==> config.mk <==
export PLATFORM = sky130hd
export DESIGN_NAME = serial_adder_ctrl_flat
export DESIGN_NICKNAME = d
export VERILOG_FILES = /design/src/rtl/serial_adder_ctrl_if.sv /design/src/rtl/serial_adder_ctrl.sv /design/src/flat_wrapper.sv
export SDC_FILE = /design/constraint.sdc
export NUM_CORES = 1
export LEC_CHECK = 0
export ABC_AREA = 0
export CAP_MARGIN = 5
export CORE_ASPECT_RATIO = 0.5
export CORE_MARGIN = 4
export CORE_UTILIZATION = 30
export DETAILED_ROUTE_END_ITERATION = 8
export HOLD_SLACK_MARGIN = 0.03
export PLACE_DENSITY = 0.58
export REMOVE_ABC_BUFFERS = 1
export SLEW_MARGIN = 25
export SYNTH_ARGS = -nofsm -noshare
export SYNTH_HDL_FRONTEND = slang
export SYNTH_SLANG_ARGS = --single-unit
==> constraint.sdc <==
create_clock -name clk -period 2.2 [get_ports clk]
set_input_delay 0.44 -clock clk [delete_from_list [all_inputs] [get_ports clk]]
set_output_delay 0.44 -clock clk [all_outputs]
set_load 0.005 [all_outputs]
==> src/rtl/serial_adder_ctrl_if.sv <==
// Operation request/result bundle for the bit-serial adder controller.
// The requester drives the operands and start; the controller drives status and result.
interface serial_adder_ctrl_if #(
  parameter int WIDTH = 8
);
  logic             start;
  logic [WIDTH-1:0] A;
  logic [WIDTH-1:0] B;
  logic             Cin;
  logic             SUB;
  logic             ready;
  logic             busy;
  logic             done;
  logic [WIDTH-1:0] S;
  logic             Cout;
  logic             OVF;

  modport master (
    output start, A, B, Cin, SUB,
    input  ready, busy, done, S, Cout, OVF
  );

  modport slave (
    input  start, A, B, Cin, SUB,
    output ready, busy, done, S, Cout, OVF
  );
endinterface

==> src/rtl/serial_adder_ctrl.sv <==
// Bit-serial add/subtract controller: one NAND-only full adder is reused over WIDTH cycles,
// LSB first, behind an IDLE/RUN/DONE handshake with registered result and flags.
module full_adder_nand (
  input  logic i_a,
  input  logic i_b,
  input  logic i_cin,
  output logic o_s,
  output logic o_cout
);
  logic w_n1, w_n2, w_n3, w_x, w_n4, w_n5, w_n6;

  // Classic nine-gate NAND full adder; w_x is a^b.
  assign w_n1   = ~(i_a & i_b);
  assign w_n2   = ~(i_a & w_n1);
  assign w_n3   = ~(i_b & w_n1);
  assign w_x    = ~(w_n2 & w_n3);
  assign w_n4   = ~(w_x & i_cin);
  assign w_n5   = ~(w_x & w_n4);
  assign w_n6   = ~(i_cin & w_n4);
  assign o_s    = ~(w_n5 & w_n6);
  assign o_cout = ~(w_n4 & w_n1);
endmodule

module serial_adder_ctrl #(
  parameter int WIDTH = 8
) (
  input  logic                clk,
  input  logic                rst,
  serial_adder_ctrl_if.slave  bus
);
  localparam int CW = $clog2(WIDTH) + 1;
  localparam logic [CW-1:0] LAST = CW'(WIDTH - 1);
  localparam logic [CW-1:0] ONE  = CW'(1);

  typedef enum logic [1:0] {IDLE = 2'd0, RUN = 2'd1, DONE = 2'd2} state_t;

  state_t           r_state;
  logic [WIDTH-1:0] r_a_sh;
  logic [WIDTH-1:0] r_b_sh;
  logic [WIDTH-1:0] r_sum_sh;
  logic             r_carry;
  logic [CW-1:0]    r_cnt;
  logic [WIDTH-1:0] r_s;
  logic             r_cout;
  logic             r_ovf;
  logic             r_ready;
  logic             r_busy;
  logic             r_done;
  logic             w_s;
  logic             w_cout;

  full_adder_nand u_fa (
    .i_a    (r_a_sh[0]),
    .i_b    (r_b_sh[0]),
    .i_cin  (r_carry),
    .o_s    (w_s),
    .o_cout (w_cout)
  );

  always_ff @(posedge clk) begin
    if (rst) begin
      r_state  <= IDLE;
      r_a_sh   <= '0;
      r_b_sh   <= '0;
      r_sum_sh <= '0;
      r_carry  <= 1'b0;
      r_cnt    <= '0;
      r_s      <= '0;
      r_cout   <= 1'b0;
      r_ovf    <= 1'b0;
      r_ready  <= 1'b1;
      r_busy   <= 1'b0;
      r_done   <= 1'b0;
    end else begin
      case (r_state)
        IDLE: begin
          if (bus.start) begin
            r_state <= RUN;
            r_a_sh  <= bus.A;
            // Subtraction is A + ~B + 1; Cin plays no part there.
            r_b_sh  <= bus.SUB ? ~bus.B : bus.B;
            r_carry <= bus.SUB ? 1'b1 : bus.Cin;
            r_cnt   <= '0;
            r_ready <= 1'b0;
            r_busy  <= 1'b1;
          end
        end
        RUN: begin
          r_carry  <= w_cout;
          r_sum_sh <= {w_s, r_sum_sh[WIDTH-1:1]};
          r_a_sh   <= {1'b0, r_a_sh[WIDTH-1:1]};
          r_b_sh   <= {1'b0, r_b_sh[WIDTH-1:1]};
          r_cnt    <= r_cnt + ONE;
          if (r_cnt == LAST) begin
            // On the MSB, r_carry is the carry into it and w_cout the carry out.
            r_state <= DONE;
            r_s     <= {w_s, r_sum_sh[WIDTH-1:1]};
            r_cout  <= w_cout;
            r_ovf   <= r_carry ^ w_cout;
            r_busy  <= 1'b0;
            r_done  <= 1'b1;
          end
        end
        DONE: begin
          r_state <= IDLE;
          r_done  <= 1'b0;
          r_ready <= 1'b1;
        end
        default: begin
          r_state <= IDLE;
          r_ready <= 1'b1;
          r_busy  <= 1'b0;
          r_done  <= 1'b0;
        end
      endcase
    end
  end

  assign bus.ready = r_ready;
  assign bus.busy  = r_busy;
  assign bus.done  = r_done;
  assign bus.S     = r_s;
  assign bus.Cout  = r_cout;
  assign bus.OVF   = r_ovf;
endmodule
==> src/flat_wrapper.sv <==
// flat-port wrapper written by rule: the top's interface ports become plain ports
module serial_adder_ctrl_flat 
#(
  parameter int WIDTH = 8
)
  (clk, rst, bus_start, bus_A, bus_B, bus_Cin, bus_SUB, bus_ready, bus_busy, bus_done, bus_S, bus_Cout, bus_OVF);
  serial_adder_ctrl_if #(.WIDTH(WIDTH)) bus_i ();
  input  logic clk;
  input  logic rst;
  input wire logic [$bits(bus_i.start)-1:0] bus_start;
  input wire logic [$bits(bus_i.A)-1:0] bus_A;
  input wire logic [$bits(bus_i.B)-1:0] bus_B;
  input wire logic [$bits(bus_i.Cin)-1:0] bus_Cin;
  input wire logic [$bits(bus_i.SUB)-1:0] bus_SUB;
  output wire logic [$bits(bus_i.ready)-1:0] bus_ready;
  output wire logic [$bits(bus_i.busy)-1:0] bus_busy;
  output wire logic [$bits(bus_i.done)-1:0] bus_done;
  output wire logic [$bits(bus_i.S)-1:0] bus_S;
  output wire logic [$bits(bus_i.Cout)-1:0] bus_Cout;
  output wire logic [$bits(bus_i.OVF)-1:0] bus_OVF;
  assign bus_i.start = bus_start;
  assign bus_i.A = bus_A;
  assign bus_i.B = bus_B;
  assign bus_i.Cin = bus_Cin;
  assign bus_i.SUB = bus_SUB;
  assign bus_ready = bus_i.ready;
  assign bus_busy = bus_i.busy;
  assign bus_done = bus_i.done;
  assign bus_S = bus_i.S;
  assign bus_Cout = bus_i.Cout;
  assign bus_OVF = bus_i.OVF;
  serial_adder_ctrl #(.WIDTH(WIDTH)) u_core (.clk(clk), .rst(rst), .bus(bus_i));
endmodule
Word level (Yosys, flattened, before mapping) --
Cells that the tools add are included.
Word-level totals: bits in writable memories 0, input port bits 21, output and inout port bits 13, bits in latches 0, memories 0, bits in read-only memories 0, flip-flop bits (word level) 44, logic and storage cells 69
Cells by class: $mul 0, eq/ne operators 5, divide/modulo/power cells 0, mux-type cells 20, $lt $le $gt $ge 0, add/subtract/negate cells 1, shift operators 0, reductions and logical operators 8, bitwise gates (word level) 23
Operators by type and width (count):
- case mux 8 bit (2 select lines) | 2
- 2-to-1 mux 8 bit | 3
- NOT 1 bit | 12
- AND reduction 2 bit | 5
- bitwise AND 1 bit | 9
- NOT 8 bit | 1
- case mux 4 bit (2 select lines) | 1
- 2-to-1 mux 1 bit | 6
- case mux 1 bit (2 select lines) | 3
- adder 4 x 1 -> 4 bit (second input constant) | 1
- == test 4 x 3 -> 1 bit (second input constant) | 1
- 2-to-1 mux 2 bit | 2
- 2-to-1 mux 4 bit | 1
- case mux 2 bit (2 select lines) | 1
- case mux 1 bit (3 select lines) | 1
- AND reduction 3 bit | 1
- == test 2 x 1 -> 1 bit (second input constant) | 1
- == test 2 bit (second input constant) | 1
- logical NOT 2 bit | 1
- != test 2 x 1 -> 1 bit (second input constant) | 1
- != test 2 bit (second input constant) | 1
- nonzero test 2 bit | 1
- XOR 1 bit | 1

Depth between registers and ports, before layout --
Gate-level depths: netlist of run 1.
word-level depth 12, depth in mapped cells 6, depth with buffers taken out 4

Cells and area by module --
From an unflattened synthesis of run 1, not the netlist that was laid out.
Second synthesis, totals: cell total of the unflattened synthesis 200, area, all modules 1878.1 um2
Modules (own cells, without submodules):
- serial_adder_ctrl | area an instance 1858.0 um2, sequential area each 860.8 um2, cells each 199, times used 1
- full_adder_nand | area an instance 20.0 um2, sequential area each 0.0 um2, cells each 1, times used 1

Worst setup path before layout of run 1 --
No wires, ideal clock.
path kind input to register, from input bus_start, to register u_core.r_a_sh[0], path slack 908 ps, data arrival time 1174 ps, setup time 118 ps, path buffers 1, data required time 2082 ps, cell stages on the path 4, path through buf_4 or3b_4 o221ai_1 nor2_1
Between the ends: longest elaborated chain between the ends 2
RTL lines:
- start: declaration | line flat_wrapper.sv:10 | input wire logic [$bits(bus_i.start)-1:0] bus_start;
- != test 2 bit (no line)
- AND reduction 2 bit (no line)
- end signal: assignment | line serial_adder_ctrl.sv:79 | r_a_sh <= bus.A;
- end signal: assignment | line serial_adder_ctrl.sv:91 | r_a_sh <= {1'b0, r_a_sh[WIDTH-1:1]};
- end: declaration | line serial_adder_ctrl.sv:38 | logic [WIDTH-1:0] r_a_sh;
Every way passes these cells. A chain may end at the register's enable or synchronous reset.

Worst setup path after layout of run 1 --
from register u_core.r_done, in the netlist u_core.bus.done, to output bus_done
RTL lines:
- start: declaration | line serial_adder_ctrl.sv:48 | logic r_done;
- start signal: assignment | line serial_adder_ctrl.sv:73 | r_done <= 1'b0;
- start signal: assignment | line serial_adder_ctrl.sv:101 | r_done <= 1'b1;
- start signal: assignment | line serial_adder_ctrl.sv:106 | r_done <= 1'b0;
- end: declaration | line flat_wrapper.sv:17 | output wire logic [$bits(bus_i.done)-1:0] bus_done;
No word-level cell between the ends.

==> results.md, run 1 <==
* Result of the run: finished, final reports clean
* Fraction of the yosys area taken by sequential cells at 0.468
* # rows at 19
* First-iteration detailed-routing DRC count at 69
* Cell with the largest stage delay on the worst path: sky130_fd_sc_hd__clkdlybuf4s50_1
* YS warnings at 0
* Register clock-pin slew on the reported worst setup and hold paths at 0.06 ns
* Share of layout cells above drive strength 1 at 0.0890
* Number of buffers and inverters on the critical path at 1
* Core area at 5710 sq um
* Capturing element type of the critical path: primary output
* CP required at 1.76 ns
* Width of the chip at 119 um
* Number of hold-slack violations in the final timing report at 0
* Final wirelength at 4010 um
* Vias in the first global route at 1478
* Depth of the CTS H-tree at 2
* Buffers from clock root to sink, at most at 2
* Hpwl dp at 2930 um
* Total die area at 7530 sq um
* IO Port Bufs at 33
* Effective utilization at floorplan at 0.323
* Cells along the critical path: clkdlybuf4s50_1
* Largest cells by area after synthesis: sky130_fd_sc_hd__dfxtp_1 47%, sky130_fd_sc_hd__a21oi_1 6.3%, sky130_fd_sc_hd__nand2_1 4.5%
* Last weighted congestion value of the routability-driven placer at 0.783
* Worst hold path type: reg -> reg
* Layout overhead on the synthesized area at 28.5%
* Number of vias per cell after detailed routing at 4.90
* Post-synth top area cell: sky130_fd_sc_hd__dfxtp_1
* Setup violation total in the final timing report at 0
* Headroom to the max-slew limit at 0.699
* Ant. Diodes at 0
* Critical path peak fanout at 2
* Global-route usage over all layers at 0.115
* Number of buffers created by CTS at 5
* Setup repair after global routing missed its margin: false
* Post-DRT Antenna Nets at 0
* Cell area after layout at 2360 sq um
* Clock sink count at 43
* Post-CTS Repair Setup Buffers at 0
* Post-Route Skew at 0.00484 ns
* Total leakage power at 0.827 nW
* Accumulated negative setup slack at 0 ns
* Final cycle utilization of the critical path at 0.708
* Post-placement cell area at 2220 sq um
* Crit path max-delay family: buffers and inverters
* Critical Path Start Type: flop
* Async set-or-reset flop fraction in the synthesized netlist at 0
* Mean instance size in the synthesized netlist at 9.02 sq um
* Max-slew violation count at 0
* Fin util at 0.414
* Number of search-and-repair iterations in the first detailed-routing pass at 4
* Vias at 1515
* Flip-flop and latch count after synthesis at 43
* Minimum hold slack at 0.454 ns
* Crit Path Class: reg -> out
* Clock root buffer: sky130_fd_sc_hd__clkbuf_16
* Post-CTS sizing at 0
* Top-Level Pins at 34
* Wire length of the first global-routing pass at 7020 um
* Max Freq at 0.642 GHz
* Final critical-path required period at 1.56 ns
* Number of unique standard cell types used by synthesis at 36
* Average detailed-routed wire length per instance at 13.0 um
* Post-synthesis instance area at 1840 sq um
* Layout filler cell count at 573
* Die span in y at 63.4 um
* Register area at 861 sq um
* Worst stage delay on the critical path at 0.50 ns
* Final #Nets at 259
* Number of standard cells after synthesis at 204
* Source-to-sink clock delay at the later pin of the worst-skew pair at 0.28 ns
* Primary flip-flop cell chosen by synthesis mapping: sky130_fd_sc_hd__dfxtp_1
* Remaining routing DRC violations at 0
* Number of max-capacitance violations reported at 0
* PwrDens at 741 nW/um^2
* Critical path arrival at 1.12 ns
* Worst ir drop on vdd at 0.303 mV
* Number of enable flip-flop cells after synthesis at 0
* Antenna violations before repair at 0
* Share of the synthesized area in the top cell type at 0.468
* Residual overflow from global routing at 0
* Multi-input combinational cell area at 856 sq um
* Post-CTS Hold Buffers at 0
* Largest net degree at the start of global routing at 29
* Worst slew pin tran at 0.451 ns
* CTS tree: built
* Slack of the worst reg-to-reg path at 0.73 ns
## worst min-delay path: stages (launching register included)
cell	delay [ns]
sky130_fd_sc_hd__dfxtp_1	0.31
sky130_fd_sc_hd__nand2_1	0.05
sky130_fd_sc_hd__a21oi_1	0.05
## sequential cells by signal, indices dropped and copies added (netlist names)
name              count
u_core.bus.S          8
u_core.r_a_sh         8
u_core.r_b_sh         8
u_core.r_sum_sh       7
u_core.r_cnt          4
u_core.r_state        2
u_core.bus.Cout       1
u_core.bus.OVF        1
u_core.bus.busy       1
u_core.bus.done       1
u_core.bus.ready      1
u_core.r_carry        1
## logic make-up after synthesis
group / Yosys count / synth area share
compound gates: 69 / 0.249
flops: 43 / 0.468
simple gates: 61 / 0.155
fa+ha+maj: 2 / 0.0177
buf+inv: 20 / 0.0673
xor+xnor: 9 / 0.0428
## where the power goes
part | internal [W] | switching (W) | total (W)
combinational | 0.000101 | 0.0000920 | 0.000193
sequential | 0.000813 | 0.0000243 | 0.000838
clock | 0.000443 | 0.000280 | 0.000723
## layout by cell type, fill, tap and decap left out, types with 2 or more instances in the layout
cell type and n:
sky130_fd_sc_hd__nor2_1 17, sky130_fd_sc_hd__o221ai_1 4, sky130_fd_sc_hd__o21ai_0 13, sky130_fd_sc_hd__dfxtp_1 43, sky130_fd_sc_hd__nand3_1 11, sky130_fd_sc_hd__nand2b_1 2, sky130_fd_sc_hd__o221a_1 3, sky130_fd_sc_hd__nor2b_1 4
sky130_fd_sc_hd__clkdlybuf4s50_1 33, sky130_fd_sc_hd__buf_4 10, sky130_fd_sc_hd__o22ai_1 7, sky130_fd_sc_hd__nand2_1 22, sky130_fd_sc_hd__a22oi_1 10, sky130_fd_sc_hd__a21oi_1 23, sky130_fd_sc_hd__clkbuf_16 5, sky130_fd_sc_hd__xnor2_1 8
## path summary, 6_finish.rpt
kind                                                 startpoint                         endpoint  cells past startpoint
worst max-delay path               u_core.bus.done$_SDFFE_PP0P_                         bus_done                      1
worst max register to register     u_core.r_cnt[0]$_SDFFE_PP0P_     u_core.bus.S[0]$_SDFFE_PP0P_                      5
worst min register to register  u_core.r_sum_sh[1]$_SDFFE_PP0N_  u_core.r_sum_sh[1]$_SDFFE_PP0N_                      2
worst min-delay path            u_core.r_sum_sh[1]$_SDFFE_PP0N_  u_core.r_sum_sh[1]$_SDFFE_PP0N_                      2
## layout make-up
class / instances / area share
sequential: 43 / 0.364
multi-input combinational: 141 / 0.362
timing repair buffer: 43 / 0.171
clock buffer: 6 / 0.0587
tap: 73 / 0.0386
inverter: 2 / 0.00317
clock inverter: 1 / 0.00212
## metal layers
layer  global-route usage  vias up  routed length (um)
met3               0.0322        8                 153
met4               0.0476        0                  55
met1                0.149      689                1990
li1                     -      788                   -
met5                    0        -                   0
met2                0.181       30                1810
## cell usage after synthesis (2+ instances only)
cell type	count
sky130_fd_sc_hd__nand3_1	11
sky130_fd_sc_hd__buf_4	5
sky130_fd_sc_hd__buf_6	3
sky130_fd_sc_hd__o22ai_1	7
sky130_fd_sc_hd__nand2b_1	2
sky130_fd_sc_hd__nor2b_1	4
sky130_fd_sc_hd__dfxtp_1	43
sky130_fd_sc_hd__a22oi_1	10
sky130_fd_sc_hd__nand2_1	22
sky130_fd_sc_hd__o221ai_1	4
sky130_fd_sc_hd__o221a_1	3
sky130_fd_sc_hd__a21oi_1	23
sky130_fd_sc_hd__o21ai_0	13
sky130_fd_sc_hd__xnor2_1	8
sky130_fd_sc_hd__nor2_1	17
sky130_fd_sc_hd__buf_2	6
sky130_fd_sc_hd__clkbuf_1	4
## stage by stage
stage / power (W) / std cells / worst slack, ns
2_1_floorplan: 0.000948 / 186 / 0.0671
3_3_place_gp: 0.00105 / 302 / 0.397
3_5_place_dp: 0.00105 / 302 / 0.348
4_1_cts: 0.00178 / 309 / 0.625
5_1_grt: 0.00184 / 309 / 0.565
6_report: 0.00175 / 309 / 0.643
Note: power is estimated with default switching activity, not from simulation.
==> inputs of run 2 (changes only) <==
--- a/config.mk
+++ b/config.mk
@@ -12,7 +12,7 @@
 export CORE_UTILIZATION = 30
 export DETAILED_ROUTE_END_ITERATION = 8
 export HOLD_SLACK_MARGIN = 0.03
-export PLACE_DENSITY = 0.58
+export PLACE_DENSITY = 0.6
 export REMOVE_ABC_BUFFERS = 1
 export SLEW_MARGIN = 25
 export SYNTH_ARGS = -nofsm -noshare
==> constraint.sdc (replaced) <==
create_clock -name clk -period 1.3 [get_ports clk]
set_input_delay 0.26 -clock clk [delete_from_list [all_inputs] [get_ports clk]]
set_output_delay 0.26 -clock clk [all_outputs]
set_load 0.005 [all_outputs]
==> run 2 against run 1 <==
Net effect: largest power group is now clock; critical path depth up 2; worst setup slack worse by 0.60 ns; clock skew up 0.0030 ns; non-clock buffer count up 16; sequential power up 68%; sequential share of layout area down 2.6 points; highest routed layer unchanged; via count up 7.9%; global-route usage up 1.1 points; clock power up 100%; design area up 8.4%; hold slack better by 0.012 ns.
==> results.md, run 2 (synthesis gave the netlist of run 1 again) <==
* Final cycle utilization of the critical path at 0.970
* Wire length of the first global-routing pass at 7640 um (+8.7%)
* Setup violation total in the final timing report at 0 (unchanged)
* Slack of the worst reg-to-reg path at 0.04 ns (-0.69 ns)
* Core area at 5710 sq um (unchanged)
* Number of hold-slack violations in the final timing report at 0 (unchanged)
* Path depth of the worst reg2reg path at 3 (-2)
* Post-Route Skew at 0.00782 ns (+0.00298 ns)
* Ant. Diodes at 0 (unchanged)
* Critical path peak fanout at 3 (+1)
* Number of buffers created by CTS at 5 (unchanged)
* Register area at 867 sq um (+0.73%)
* Launching point of the worst reg2reg path: u_core.r_carry$_SDFFE_PP0P_
* Layout filler cell count at 579 (+1.0%)
* Largest net degree at the start of global routing at 20 (-31%)
* Post-layout instance count excluding filler cells at 326 (+5.5%)
* # rows at 19 (unchanged)
* CP required at 1.50 ns (-0.26 ns)
* Post-DRT Antenna Nets at 0 (unchanged)
* Total leakage power at 1.00 nW (+21%)
* Multi-input combinational cell area at 866 sq um (+1.2%)
* Depth of the CTS H-tree at 2 (unchanged)
* IO Port Bufs at 33 (unchanged)
* Vias in the first global route at 1654 (+12%)
* Worst ir drop on vdd at 0.618 mV (+100%)
* Worst slew pin tran at 0.318 ns (-0.134 ns)
* Average detailed-routed wire length per instance at 13.6 um (+5.2%)
* Last weighted congestion value of the routability-driven placer at 0.744 (-5.0%)
* Endpoint, Worst Hold: u_core.r_sum_sh[1]$_SDFFE_PP0N_
* Final wirelength at 4450 um (+11%)
* Buffers from clock root to sink, at most at 2 (unchanged)
* Effective utilization at floorplan at 0.323 (unchanged)
* Hold Crit Start: u_core.r_sum_sh[1]$_SDFFE_PP0N_
* Headroom to the max-slew limit at 0.788 (+0.0896)
* Worst hold path type: reg -> reg
* Total die area at 7530 sq um (unchanged)
* Post-placement cell count at 316 (+4.6%)
* Clock sink count at 43 (unchanged)
* Reg-to-Reg End: u_core.bus.OVF$_SDFFE_PP0P_
* Leading cell type in the layout, fill and taps excluded: sky130_fd_sc_hd__dfxtp_1
* Antenna violations before repair at 0 (unchanged)
* Hpwl dp at 3300 um (+13%)
* Number of search-and-repair iterations in the first detailed-routing pass at 4 (unchanged)
* Register clock-pin slew on the reported worst setup and hold paths at 0.06 ns (about the same)
* Top-Level Pins at 34 (unchanged)
* Layout overhead on the synthesized area at 39.2%
* CTS tree: built
* Crit Path Class: reg -> reg
* Minimum hold slack at 0.466 ns (+0.0116 ns)
* Source-to-sink clock delay at the later pin of the worst-skew pair at 0.29 ns (about the same)
* Final critical-path required period at 1.26 ns
* Share of layout cells above drive strength 1 at 0.186 (+0.0968)
* First-iteration detailed-routing DRC count at 85 (+23%)
* Result of the run: finished, final reports clean
* Capturing element type of the critical path: flop
* Width of the chip at 119 um (unchanged)
* Max-slew violation count at 0 (unchanged)
* Final #Nets at 275 (+6.2%)
* Vias at 1635 (+7.9%)
* Number of max-capacitance violations reported at 0 (unchanged)
* Max Freq at 0.793 GHz
* PwrDens at 1270 nW/um^2 (+72%)
* Critical Path Start Type: flop
* Setup repair after global routing missed its margin: false
* Die span in y at 63.4 um (unchanged)
* Number of vias per cell after detailed routing at 5.02 (+2.3%)
* Global-route usage over all layers at 0.126 (+0.0110)
* Critical path arrival at 1.46 ns (+0.34 ns)
* Worst hold path stage count at 2 (unchanged)
* Clock root buffer: sky130_fd_sc_hd__clkbuf_16
* Residual overflow from global routing at 0 (unchanged)
* Commonest cells after routing, fill and taps aside: 38 x sky130_fd_sc_hd__dfxtp_1, 23 x sky130_fd_sc_hd__a21oi_1, 21 x sky130_fd_sc_hd__nand2_1, 21 x sky130_fd_sc_hd__buf_4, 19 x sky130_fd_sc_hd__clkdlybuf4s50_1
* Remaining routing DRC violations at 0 (unchanged)
-- run 2: worst max-delay path by stage --
stage	startpoint	to	slack, ns	depth (start not counted)
after CTS	u_core.r_cnt[0]$_SDFFE_PP0P_	u_core.bus.OVF$_SDFFE_PP0P_	0.007	5
after global placement	bus_start	u_core.r_a_sh[0]$_SDFFE_PP0P_	-0.25	4
after detailed placement	bus_start	u_core.r_b_sh[0]$_SDFFE_PP0P_	-0.30	5
after global routing	u_core.r_carry$_SDFFE_PP0P_	u_core.bus.OVF$_SDFFE_PP0P_	0.003	3
final	u_core.r_carry$_SDFFE_PP0P_	u_core.bus.OVF$_SDFFE_PP0P_	0.04	3
after floorplan	u_core.r_state[0]$_SDFFE_PP0P_	u_core.bus.OVF$_SDFFE_PP0P_	-0.83	3
-- run 2: power breakdown --
group | switching, W | internal, W | total [W]
registers | 0.0000364 | 0.00138 | 0.00141
logic | 0.000179 | 0.000213 | 0.000392
clock network | 0.000501 | 0.000954 | 0.00146
-- run 2: cell type report --
type                            count  area share
Multi-Input combinational cell    141       0.338
Tap cell                           73      0.0356
Clock inverter                      2      0.0137
Timing Repair Buffer               59       0.217
Clock buffer                        6      0.0542
Sequential cell                    43       0.338
Inverter                            2     0.00293
-- run 2: worst max-delay path, cell delays in order (launching register included) --
cell and delay (ns):
sky130_fd_sc_hd__dfxtp_1 0.33, sky130_fd_sc_hd__fa_2 0.42, sky130_fd_sc_hd__xnor2_1 0.15, sky130_fd_sc_hd__a311oi_1 0.27
-- run 2: per-layer routing --
layer	GRT usage	wire, um	up-vias
met3	0.0474	197	4
met2	0.202	2110	24
met1	0.156	2100	783
met5	0	0	-
li1	-	-	824
met4	0.0433	40	0
-- run 2: timing repair --
item,in CTS,in global routing
gates resized for setup,17,8
setup endpoints to repair,14,16
hold endpoints to repair,0,0
hold buffers,0,0
pin swaps,0,3
buffers inserted,0,2
-- run 2: stage by stage --
| stage | cell area, sq um | setup TNS, ns | setup slack [ns] | power (W) | utilization |
|---|---|---|---|---|---|
| 2_1_floorplan | 1720 | -21.60 | -0.833 | 0.00160 | - |
| 3_3_place_gp | 2350 | -4.80 | -0.254 | 0.00181 | 0.412 |
| 3_5_place_dp | 2350 | -5.98 | -0.296 | 0.00182 | 0.412 |
| 4_1_cts | 2520 | 0 | 0.00721 | 0.00328 | 0.441 |
| 5_1_grt | 2560 | 0 | 0.00260 | 0.00341 | 0.449 |
| 6_report | 2560 | 0 | 0.0395 | 0.00326 | 0.449 |
==> inputs of run 3 (changes only) <==
--- a/config.mk
+++ b/config.mk
@@ -11,6 +11,7 @@
 export CORE_MARGIN = 4
 export CORE_UTILIZATION = 30
 export DETAILED_ROUTE_END_ITERATION = 8
+export GPL_ROUTABILITY_DRIVEN = 0
 export HOLD_SLACK_MARGIN = 0.03
 export PLACE_DENSITY = 0.6
 export REMOVE_ABC_BUFFERS = 1
==> results of run 3 <==
Same layout as run 2: the final DEF is identical, and so are final timing and power.
==> variant 1: new RTL, flow settings as in run 3 <==
`WIDTH` is set to 8 in 3 places; all go to 4.
--- a/src/rtl/serial_adder_ctrl_if.sv
+++ b/src/rtl/serial_adder_ctrl_if.sv
@@ -1,7 +1,7 @@
 // Operation request/result bundle for the bit-serial adder controller.
 // The requester drives the operands and start; the controller drives status and result.
 interface serial_adder_ctrl_if #(
-  parameter int WIDTH = 8
+  parameter int WIDTH = 4
 );
   logic             start;
   logic [WIDTH-1:0] A;
--- a/src/rtl/serial_adder_ctrl.sv
+++ b/src/rtl/serial_adder_ctrl.sv
@@ -22,7 +22,7 @@
 endmodule
 
 module serial_adder_ctrl #(
-  parameter int WIDTH = 8
+  parameter int WIDTH = 4
 ) (
   input  logic                clk,
   input  logic                rst,
--- a/src/flat_wrapper.sv
+++ b/src/flat_wrapper.sv
@@ -1,7 +1,7 @@
 // flat-port wrapper written by rule: the top's interface ports become plain ports
 module serial_adder_ctrl_flat 
 #(
-  parameter int WIDTH = 8
+  parameter int WIDTH = 4
 )
   (clk, rst, bus_start, bus_A, bus_B, bus_Cin, bus_SUB, bus_ready, bus_busy, bus_done, bus_S, bus_Cout, bus_OVF);
   serial_adder_ctrl_if #(.WIDTH(WIDTH)) bus_i ();
Ports: changed (resized bus_A, bus_B and bus_S); port bits go from 34 to 22. The function was not compared with the original's and may differ.
==> variant 1 against run 3 <==
  * Total power decreased by 52%
  * Routed wire length decreased by 47%
  * Global-route usage decreased by 2.6 points
  * Non-clock buffer count decreased by 24
  * Hold slack got worse by 0.013 ns
  * Synthesized area decreased by 37%
  * Sequential share of layout area decreased by 0.53 points
  * Synthesized cell count decreased by 40%
  * Sequential cell count decreased by 17
  * Worst setup slack improved by 0.026 ns
  * Design area decreased by 38%
  * Critical endpoint is now u_core.r_a_sh[0]$_SDFFE_PP0P_
==> variant 1: results (changes against run 3) <==
| Metric | Value |
|---|---|
| Result of the run | complete, no violations |
| Count of plain and timing-repair buffers in the layout | 35 (-41%) |
| First-pass GRT wire length | 3870 um (-49%) |
| Number of multi-input logic gates | 88 (-38%) |
| Number of cells after detailed placement | 199 (-37%) |
| Non-clock inverter count in the final layout | 1 (-1) |
| HP Start | u_core.bus.OVF$_SDFFE_PP0P_ |
| Count of mapped cells out of synthesis | 123 (-40%) |
| Non-Clock Buffer Area Fraction | 0.216 (-0.00130) |
| H-tree levels | 1 (-1) |
| Met2 demand-to-capacity share in global routing | 0.169 (-0.0330) |
| Critical Path Fanout Max | 14 (+11) |
| Combined area of the multi-input logic cells | 604 sq um (-30%) |
| Number of clock sinks seen by CTS | 26 (-40%) |
| Number of buffers created by CTS | 3 (-2) |
| Well-Tap Cells | 51 (-30%) |
| Post-synth top cells | 26 x dfxtp_1, 14 x a21oi_1, 12 x nand2_1 |
| Hold Path Sink | u_core.bus.OVF$_SDFFE_PP0P_ |
| Launching instance or port of the critical path | u_core.r_state[0]$_SDFFE_PP0P_ |
| Areal power density over the cells | 995 nW/um^2 (-22%) |
| Kind of cell with the highest combined delay on the critical path | simple AND/OR/NAND/NOR gates |
| GRT Util Overall | 0.100 (-0.0260) |
| Standby leakage power | 0.618 nW (-38%) |
| Clock skew | 0.00533 ns (-0.00249 ns) |
| Global-route met1 utilization | 0.121 (-0.0356) |
| Worst Slack Setup Final | 0.0653 ns (+0.0258 ns) |
| Distinct cell type count after synthesis | 32 (-11%) |
## variant 1: cell count changes after synthesis, moves of 6 or more
cell,run 3,this run
dfxtp_1,43,26
o21ai_0,13,0
nand2_1,22,12
a21oi_1,23,14
nor2_1,17,11
## variant 1: cells by family after synthesis
logic type | count (synthesis) | share of synthesized area
AND/OR/NAND/NOR | 49 | 0.224
AO/OA/AOI/OAI | 31 | 0.199
flip-flops | 26 | 0.448
adder cells (fa/ha/maj) | 3 | 0.0387
XOR/XNOR | 5 | 0.0377
buffers and inverters | 9 | 0.0527
## variant 1: report_power, final
group | leakage (nW) | switching, mW | internal [mW] | total (mW)
logic | 0.383 | 0.116 | 0.154 | 0.269
registers | 0.214 | 0.0266 | 0.836 | 0.863
clock network | 0.0216 | 0.234 | 0.207 | 0.441
total | 0.618 | 0.376 | 1.20 | 1.57
## variant 1: repair_timing
item,in CTS,in global routing
gates resized for setup,13,6
setup buffers,2,0
pin swaps,1,0
setup endpoints to repair,17,11
==> variant 2: new RTL, config.mk and constraints of run 3 <==
Made on the original files. Make the reset (`rst`) asynchronous in one clocked block.
--- a/src/rtl/serial_adder_ctrl.sv
+++ b/src/rtl/serial_adder_ctrl.sv
@@ -57,7 +57,7 @@
     .o_cout (w_cout)
   );
 
-  always_ff @(posedge clk) begin
+  always_ff @(posedge clk or posedge rst) begin
     if (rst) begin
       r_state  <= IDLE;
       r_a_sh   <= '0;
Formal check against the unedited RTL: differs if rst is asserted again (counterexample within 4 cycles, from zero or initial values and one cycle with rst high); with rst held inactive, the same outputs for 10 cycles.
==> variant 2 against run 3 <==
  * The flow now finishes with violations (negative setup slack)
  * Design area is 8.2% higher
  * Synthesized area is 3.5% higher
  * Sequential cell count stayed put
  * Maximum frequency is 9.3% lower
  * First-iteration DRC count is 52% lower
  * Synthesized cell count is 23% lower
  * Worst setup slack worse by 0.13 ns
  * Routed wire length is 5.2% lower
Power is not compared: it rests on default switching activity, and its combinational part moved more than twofold at a synthesized area within 25%.
==> variant 2: results (changes against run 3) <==
| Metric | Value |
|---|---|
| Detailed-routing wirelength on met1 | 2050 um (-2.7%) |
| Ys Warns | 0 (unchanged) |
| Clock skew | 0.00335 ns (-0.00447 ns) |
| Kind of cell with the highest combined delay on the critical path | flip-flops |
| IR Drop Worst-Case VDD | 711 uV |
| Via count of the first global-routing pass | 1543 (-6.7%) |
| Standby leakage power | 1.30 nW |
| H-tree levels | 2 (unchanged) |
| Met3 routed wirelength | 123 um (-38%) |
| Share of synthesized area occupied by flip-flops and latches | 0.566 (+0.0980) |
| Worst reg2reg endpoint | u_core.bus.S[5]$_DFFE_PP0P_ |
| Number of cells on the worst reg-to-reg path | 5 (+2) |
| Vias | 1423 (-13%) |
| Insertion delay to the later sink of the worst-skew pair | 0.28 ns |
| Highest signal layer in the routed design | met4 |
| Average detailed-routed wire length per instance | 13.5 um (-0.96%) |
| Worst slew margin | 0.836 (+0.0483) |
| Post-detail-place hpwl | 2990 um (-9.4%) |
| Number of buffers created by CTS | 5 (unchanged) |
| First-pass GRT wire length | 7350 um (-3.8%) |
| Number of DRC violations after detailed-routing iteration 0 | 41 (-52%) |
| Antenna diode count | 0 (unchanged) |
| Distinct cell type count after synthesis | 37 (+2.8%) |
| Pre-CTS setup slack | -0.143 ns (+0.153 ns) |
| Filler Cell Count | 581 (+0.35%) |
| Number of buffers on the longest clock path | 2 (unchanged) |
| Worst path max stage delay | 0.36 ns (-0.06 ns) |
| Fraction of registers with async set/reset | 1.00 (+1.00) |
| Worst Path Class, Setup | flop to flop |
| Share of post-route cells with drive strength above 1 | 0.290 (+0.104) |
| GRT Util Overall | 0.118 (-0.00823) |
| Initial antenna violation count | 0 (unchanged) |
| Clock slew seen by the registers of the worst setup and hold paths | 0.06 ns (about the same) |
| Highest-delay cell along the critical path | dfrtp_1 |
| Area after DPL | 2530 sq um (+7.7%) |
| Final setup violation count | 10 (+10) |
| Kind of path behind the tightest hold check | input port to asynchronous set/reset pin |
| Result of the run | complete, but fails checks |
| Count of input and output buffers | 33 (unchanged) |
| Number of iterations in the first detailed-routing pass | 4 (unchanged) |
| Critical Path Fanout Max | 7 (+4) |
| Net count, final | 246 (-11%) |
| Violations in the final reports | negative setup slack |
| Data arrival time of the critical path | 1.55 ns (+0.09 ns) |
| Cell types with the largest area share after synthesis | dfrtp_1 55%, a2bb2oi_1 6.4%, mux2_4 6.3%, nand2_1 5.5%, o22ai_1 4.3% |
| Root Buffer | clkbuf_16 |
| Length of routed met2 wiring | 2010 um (-4.9%) |
| Worst Slack Setup Final | -0.0890 ns (-0.129 ns) |
| Worst flop-to-flop path startpoint | u_core.r_cnt[0]$_DFFE_PP0P_ |
| Largest net degree at the start of global routing | 16 (-20%) |
| Post-synth top cells | 42 x dfrtp_1, 28 x nand2_1, 14 x a2bb2oi_1 |
[variant 2: cell types whose count changed in the layout (fill, tap and decap cells not counted), sizes merged, moves of 9 or more]
cell,change
buf,+9
nor2,-14
mux2,+10
a21oi,-22
nand3,-10
dfxtp,-43
o21ai,-10
dfrtp,+42
a22oi,-9
a2bb2oi,+14
[variant 2: what timing repair did]
action,CTS,global route
setup buffers,6,0
pin swaps,4,5
setup endpoints to repair,25,17
gates resized for setup,22,7
[variant 2: final cells by class]
cell class / count / area (sq um) / area share
clock buffers: 8 / 156 / 0.0564
inverters: 4 / 21.3 / 0.00767
multi-input cells: 101 / 785 / 0.283
flip-flops and latches: 43 / 1080 / 0.389
well taps: 88 / 110 / 0.0397
repair buffers: 68 / 622 / 0.224
[variant 2: logic make-up after synthesis]
| family | count (synthesis) | synth area share |
|---|---|---|
| buffers and inverters | 13 | 0.0434 |
| muxes | 11 | 0.0802 |
| xor gates and xnor gates | 9 | 0.0414 |
| adders and majority gates | 2 | 0.0171 |
| and+or+nand+nor | 37 | 0.0861 |
| AOI/OAI and AO/OA | 42 | 0.166 |
| DFF | 43 | 0.566 |
[variant 2: worst max path at each step]
stage | endpoint | cells past startpoint | slack [ns]
2_1_floorplan | u_core.bus.S[2]$_DFFE_PP0P_ | 3 | -0.23
3_3_place_gp | u_core.r_carry$_DFFE_PP0P_ | 5 | -0.11
3_5_place_dp | u_core.r_a_sh[6]$_DFFE_PP0P_ | 4 | -0.14
4_1_cts | u_core.bus.S[5]$_DFFE_PP0P_ | 5 | -0.12
5_1_grt | u_core.bus.S[1]$_DFFE_PP0P_ | 5 | -0.17
6_report | u_core.bus.S[5]$_DFFE_PP0P_ | 5 | -0.09
[variant 2: per-layer routing]
metal,up-vias,global-route usage
li1,695,-
met1,708,0.144
met2,14,0.197
met3,6,0.0318
met4,0,0.0494
met5,-,0
[variant 2: stage by stage]
step	instances	setup TNS, ns	utilization	hold WS (ns)
CTS	312	-1.16	0.449	0.227
global route	312	-1.68	0.454	0.239
finish	312	-0.866	0.454	0.215
global placement	298	-2.23	0.415	0.448
floorplan	148	-1.98	-	0.430
detailed placement	298	-3.06	0.415	0.452
[variant 2: power by group]
| group | total, mW | leakage, nW | internal, mW | switching, mW |
|---|---|---|---|---|
| Sequential | 2.34 | 0.524 | 1.98 | 0.362 |
| Combinational | 2.73 | 0.699 | 1.66 | 1.07 |
| Clock | 1.30 | 0.0772 | 0.818 | 0.485 |
